### src/rtl/ifetch_ctrl.sv
// ifetch_ctrl: single-outstanding instruction fetch controller.
// Reads the current PC, fetches one 32-bit instruction at a time over the
// instruction bus, and holds it in a one-entry buffer until decode takes it.
// It also drives the PC register's next value and write enable.
// Misaligned PCs never reach the bus. Instead, the buffer is loaded with a
// flagged NOP so that decode can raise the trap.
module ifetch_ctrl #(
    parameter int          XLEN     = 64,
    parameter logic [31:0] NOP_INST = 32'h0000_0013
) (
    input  logic            clk,
    input  logic            rst,
    input  logic [XLEN-1:0] pc_cur,
    output logic [XLEN-1:0] pc_next,
    output logic            pc_we,
    input  logic            redirect_valid,
    input  logic [XLEN-1:0] redirect_target,
    output logic            ibus_req_valid,
    output logic [XLEN-1:0] ibus_req_addr,
    input  logic            ibus_req_ready,
    input  logic            ibus_resp_valid,
    input  logic [31:0]     ibus_resp_data,
    output logic            inst_valid,
    output logic [31:0]     inst,
    output logic [XLEN-1:0] inst_pc,
    output logic            inst_misaligned,
    input  logic            inst_ready
);

    typedef enum logic [1:0] {
        S_REQ,
        S_WAIT,
        S_HOLD
    } state_t;

    state_t          state_q;
    logic            drop_q;
    logic            inst_valid_q;
    logic [31:0]     inst_q;
    logic [XLEN-1:0] inst_pc_q;
    logic            inst_misaligned_q;

    logic            pc_misaligned;

    assign pc_misaligned = (pc_cur[1:0] != 2'b00);

    assign inst_valid      = inst_valid_q;
    assign inst            = inst_q;
    assign inst_pc         = inst_pc_q;
    assign inst_misaligned = inst_misaligned_q;

    // Bus request and PC update decode. A redirect always wins. Everything is forced low while in reset.
    always_comb begin
        ibus_req_valid = 1'b0;
        ibus_req_addr  = '0;
        pc_we          = 1'b0;
        pc_next        = '0;
        if (!rst) begin
            ibus_req_addr  = pc_cur;
            ibus_req_valid = (state_q == S_REQ) && !redirect_valid && !pc_misaligned;
            if (redirect_valid) begin
                pc_we   = 1'b1;
                pc_next = redirect_target;
            end else if ((state_q == S_WAIT) && ibus_resp_valid && !drop_q) begin
                pc_we   = 1'b1;
                pc_next = pc_cur + XLEN'(4);
            end
        end
    end

    // Fetch FSM and output buffer. A redirect taken while a request is still in flight sets drop, which squashes the stale response when it arrives.
    always_ff @(posedge clk or posedge rst) begin
        if (rst) begin
            state_q           <= S_REQ;
            drop_q            <= 1'b0;
            inst_valid_q      <= 1'b0;
            inst_q            <= '0;
            inst_pc_q         <= '0;
            inst_misaligned_q <= 1'b0;
        end else if (redirect_valid) begin
            inst_valid_q <= 1'b0;
            unique case (state_q)
                S_REQ:  state_q <= S_REQ;
                S_HOLD: state_q <= S_REQ;
                S_WAIT: begin
                    if (ibus_resp_valid) begin
                        state_q <= S_REQ;
                        drop_q  <= 1'b0;
                    end else begin
                        drop_q  <= 1'b1;
                    end
                end
                default: state_q <= S_REQ;
            endcase
        end else begin
            unique case (state_q)
                S_REQ: begin
                    if (pc_misaligned) begin
                        inst_q            <= NOP_INST;
                        inst_pc_q         <= pc_cur;
                        inst_misaligned_q <= 1'b1;
                        inst_valid_q      <= 1'b1;
                        state_q           <= S_HOLD;
                    end else if (ibus_req_ready) begin
                        state_q <= S_WAIT;
                    end
                end
                S_WAIT: begin
                    if (ibus_resp_valid) begin
                        if (drop_q) begin
                            drop_q  <= 1'b0;
                            state_q <= S_REQ;
                        end else begin
                            inst_q            <= ibus_resp_data;
                            inst_pc_q         <= pc_cur;
                            inst_misaligned_q <= 1'b0;
                            inst_valid_q      <= 1'b1;
                            state_q           <= S_HOLD;
                        end
                    end
                end
                S_HOLD: begin
                    if (inst_ready && inst_valid_q) begin
                        inst_valid_q <= 1'b0;
                        state_q      <= S_REQ;
                    end
                end
                default: state_q <= S_REQ;
            endcase
        end
    end

endmodule
### config.mk
export PLATFORM = sky130hd
export DESIGN_NAME = ifetch_ctrl
export DESIGN_NICKNAME = d
export VERILOG_FILES = /design/src/rtl/ifetch_ctrl.sv
export SDC_FILE = /design/constraint.sdc
export NUM_CORES = 1
export LEC_CHECK = 0
export CORE_AREA = 2 2 151 153
export CTS_BUF_LIST = sky130_fd_sc_hd__clkbuf_8
export CTS_CLUSTER_DIAMETER = 40
export DETAILED_ROUTE_END_ITERATION = 6
export DIE_AREA = 0 0 153 155
export GPL_ROUTABILITY_DRIVEN = 0
export MAX_ROUTING_LAYER = met4
export SKIP_LAST_GASP = 1
export SLEW_MARGIN = 5
export SYNTH_ARGS = -nofsm -noshare
export SYNTH_HDL_FRONTEND = slang
export SYNTH_SLANG_ARGS = --single-unit
### constraint.sdc
create_clock -name clk -period 16.1 [get_ports clk]
set_clock_uncertainty 0.05 [all_clocks]
set_input_delay 3.22 -clock clk [delete_from_list [all_inputs] [get_ports clk]]
set_output_delay 3.22 -clock clk [all_outputs]
set_load 0.01 [all_outputs]
==> run summary <==
The run finished with clean final reports. The setup violation total in the final timing report was 0. The clock sink count came out at 101. Among all stages on the critical path, the largest delay is contributed by nor4_1. The hold-critical path endpoint is inst_pc[13]. No sink is reached through more buffers than the 2 on the longest clock path. The total area inside the core boundary comes to 22200 um2.

The clock-pin slew of the registers on the worst-case setup and hold paths was 0.10 ns. Dividing the detail-routed wire length by the instance count gives 18.3 um. The insertion delay of the later-clocked pin in the worst-skew pair was 0.37 ns; the fraction of final layout cells with drive strength greater than 1 was 4.99%. Across the run, the number of max-cap violations was 0. The maximum single-stage delay on the critical path was 0.91 ns. For the number of warnings issued by yosys, the log shows 0. For the minimum setup slack in the final design, the log shows 6.15 ns. The number of synthesized flops with an enable pin is 0. In the global route stage, overall resource usage came out at 22.6%. The worst hold path passes through 2 cells. In this run the tool buffered the top-level ports with 393 buffer cells.

The initial utilization of the core area, before any placement, comes to 28.1%. The count of nets left with antenna violations once routing finished came out at 0. The area growth from synthesis to layout is 69.8%. The first global-routing pass estimated 40900 um of wire.

Initial antenna violation count: 0. The run gives 26600 um as the wire length after detailed routing. The data arrival time at the worst-slack endpoint is 6.68 ns. The slack of the worst reg-to-reg path was 13.29 ns; the count of buffering cells on the critical path with inverters included was 2. The worst pin sits at a relative slew slack of 18.6%.

The fraction of synthesis flops using an asynchronous set or reset pin came out at 100%. The endpoint kind of the worst setup timing path is an output pin. The first TritonRoute pass finished after 5 iterations. The tools report the number of hold buffers added after CTS as 0. The maximum achievable frequency is 101 MHz.

The count of cell types in the netlist is 41. Setup repair after global routing left no endpoint under its margin. For the count of pins over their slew limit, the log shows 0. After detailed routing, the number of vias per cell comes to 4.78. The post-synthesis sequential element count is 101.

The area of the mapped netlist was 6250 um2; the largest net degree at the start of global routing was 100. VDD sags by at most 0.0000681 V. For this run, design rule violations remaining after detail routing come to 0.

The floorplan step defined a die boundary enclosing 23700 um2. In this run the worst hold path is classified as register to register. The analysis attributes to net switching a power of 416 uW. The run gives 9 as the number of clock buffers inserted by TritonCTS.

In this run the static leakage power is 4.26 nW. The leading cell type in the layout, fill and taps excluded was clkdlybuf4s50_1. The startpoint class of the critical path is an input port.

At the placement stage, the worst setup path has a slack of 6.14 ns. The signal on the critical path passes through clkdlybuf4s50_1 -> nand3_2 -> or3_1 -> nor4_1 -> nand3_1 -> xor2_1 -> o21ai_0 -> clkdlybuf4s50_1. After legalization and detailed placement, the total HPWL measured 20000 um. Measured along the y axis, the die boundary spans 155 um. For this run, the post-layout net count is 1328.

In the layout the commonest cells are clkdlybuf4s50_1 (392), nand2_1 (264), dfrtp_1 (101). The repair_antennas step left the layout with diodes totalling 0. The final count of hold timing violations came out at 0. Clock period minus final worst setup slack: 9.95 ns. TritonCTS built the clock tree. Summing the sequential cell areas from Yosys gives 40.4% of the chip area. For the top-level port count, the log shows 394. In this run the critical register-to-register path is launched from state_q[1]. In this run, the number of DRC markers left after iteration 0 of detailed routing was 412.

The dominant synthesized flop cell is dfrtp_1. The critical path start-end classification was input port to output pin. The number of post-CTS setup repair buffers was 0. Count of non-filler cells in the finished layout: 1448.

The clock network burns 15.2% of the power. The synthesized area per cell works out to 7.87 um2. In this run, flip-flops and latches consume 35.6% of the power. Once the clock tree was built, the resizer swapped 0 gates to a different size. CTS built an H-tree with a depth of 3. Setup total negative slack on the finished layout was measured at 0 ns.

Cell seen most often among critical-path stages: clkdlybuf4s50_1. Hold is met by 0.431 ns. Counting tap cells, the placed design contains a total of 1432 instances. At the pin with the least slew margin, the transition time is 1.22 ns.

The final route contains 6921 vias. In this run the worst path has a maximum fanout of 7. Data required time at the worst endpoint: 12.83 ns. The endpoint of the worst-slack reg-to-reg timing path was inst_pc[52]. The clock root buffer is clkbuf_8. The largest delay contributor family on the critical path was simple AND/OR/NAND/NOR gates. The final clock period utilization by the worst path came out at 61.8%. The post-synthesis cell count is 795, and the total congestion overflow after global routing is 0. The chip width was 153 um; the portion of total power attributed to combinational logic was 49.2%. The design internal power was 673 uW. For this design the ratio of total power to cell area is 103 nW/um2. The net switching share of the total power was 38.2%. The startpoint identified for the worst hold timing path is inst_pc[13]. The tools report the post-synth net total as 965. The depth of the critical timing path with buffers and inverters included was 8. After layout, the design draws a total of 1.09 mW. Measured in cells, the most critical reg-to-reg path has a length of 8. The run gives 55 as the number of rows in the core area. For the via count of the first global-routing pass, the log shows 7100.
[worst min-delay path, cell delays in order (launching register included)]
cell     delay (ns)
dfrtp_1        0.35
nand2_1        0.05
nand2_1        0.05
[through the flow]
step	instance area, um2	util [%]
after global placement	10400	46.9
after global routing	10600	47.8
after floorplan	6250	-
after CTS	10600	47.8
after detailed placement	10400	46.9
final	10600	47.8
[worst max-delay path by stage]
stage,start,end,slack (ns)
2_1_floorplan,rst,pc_next[47],6.12
3_3_place_gp,pc_cur[6],pc_next[39],6.17
3_5_place_dp,pc_cur[4],pc_next[39],6.14
4_1_cts,pc_cur[4],pc_next[39],6.14
5_1_grt,pc_cur[6],pc_next[39],5.99
6_report,pc_cur[4],pc_next[39],6.15
[cells in the mapped netlist, drive strengths merged, types with 2 or more instances]
library cell  count  share of area, %
a21oi             9              0.72
a22o             34               4.8
and3              9              0.90
and4              3              0.42
buf               6              0.70
clkbuf           43               2.6
dfrtp           101                40
ha                4              0.80
inv              13              0.78
nand2           265                16
nand2b            2              0.20
nand3            24               2.2
nand4            14               1.4
nor2             39               2.3
nor2b            57               5.7
nor3             19               2.4
nor4             10               1.6
o21ai            66               5.5
o22a              3              0.42
or2               3              0.30
or3               2              0.28
or4               3              0.54
xnor2            45               6.3
xor2             15               2.1
[sequential cells by signal (all words and copies together) (netlist names)]
register         cells
inst                32
state_q              2
inst_valid           1
drop_q               1
inst_misaligned      1
inst_pc             64
[power by group through the flow]
| stage | sequential (mW) | combinational, mW | clock (mW) |
|---|---|---|---|
| 2_1_floorplan | 0.432 | 0.173 | 0 |
| 3_3_place_gp | 0.389 | 0.539 | 0 |
| 3_5_place_dp | 0.392 | 0.541 | 0 |
| 4_1_cts | 0.388 | 0.543 | 0.174 |
| 5_1_grt | 0.400 | 0.584 | 0.184 |
| 6_report | 0.388 | 0.535 | 0.166 |
[logic make-up (layout without fill, tap and decap cells)]
kind of cell / Yosys count / count (layout) / synth area share (%)
xor gates and xnor gates: 60 / 60 / 8.40
adders and majority gates: 4 / 4 / 0.800
DFF: 101 / 101 / 40.4
buffers and inverters: 62 / 430 / 4.08
and+or+nand+nor: 452 / 452 / 34.4
AOI/OAI and AO/OA: 116 / 116 / 11.9
[layer usage]
metal  vias up  share of wire (%)  wire [um]  global-route usage, %
met5         -                  0          0                      -
met4         0                2.4        637                   8.16
met3        35                6.8       1810                   5.38
met2       287                 50      13200                   38.4
met1      3251                 41      10900                   26.3
li1       3348                  -          -                      -
[area by class of cell]
class | count | area [um2]
Clock inverter | 7 | 77.6
Tap cell | 285 | 357
Fill cell | 2221 | 11600
Multi-Input combinational cell | 632 | 3490
Clock buffer | 9 | 124
Inverter | 13 | 51.3
Sequential cell | 101 | 2530
Timing Repair Buffer | 401 | 3990
(Power assumes the default switching activity.)
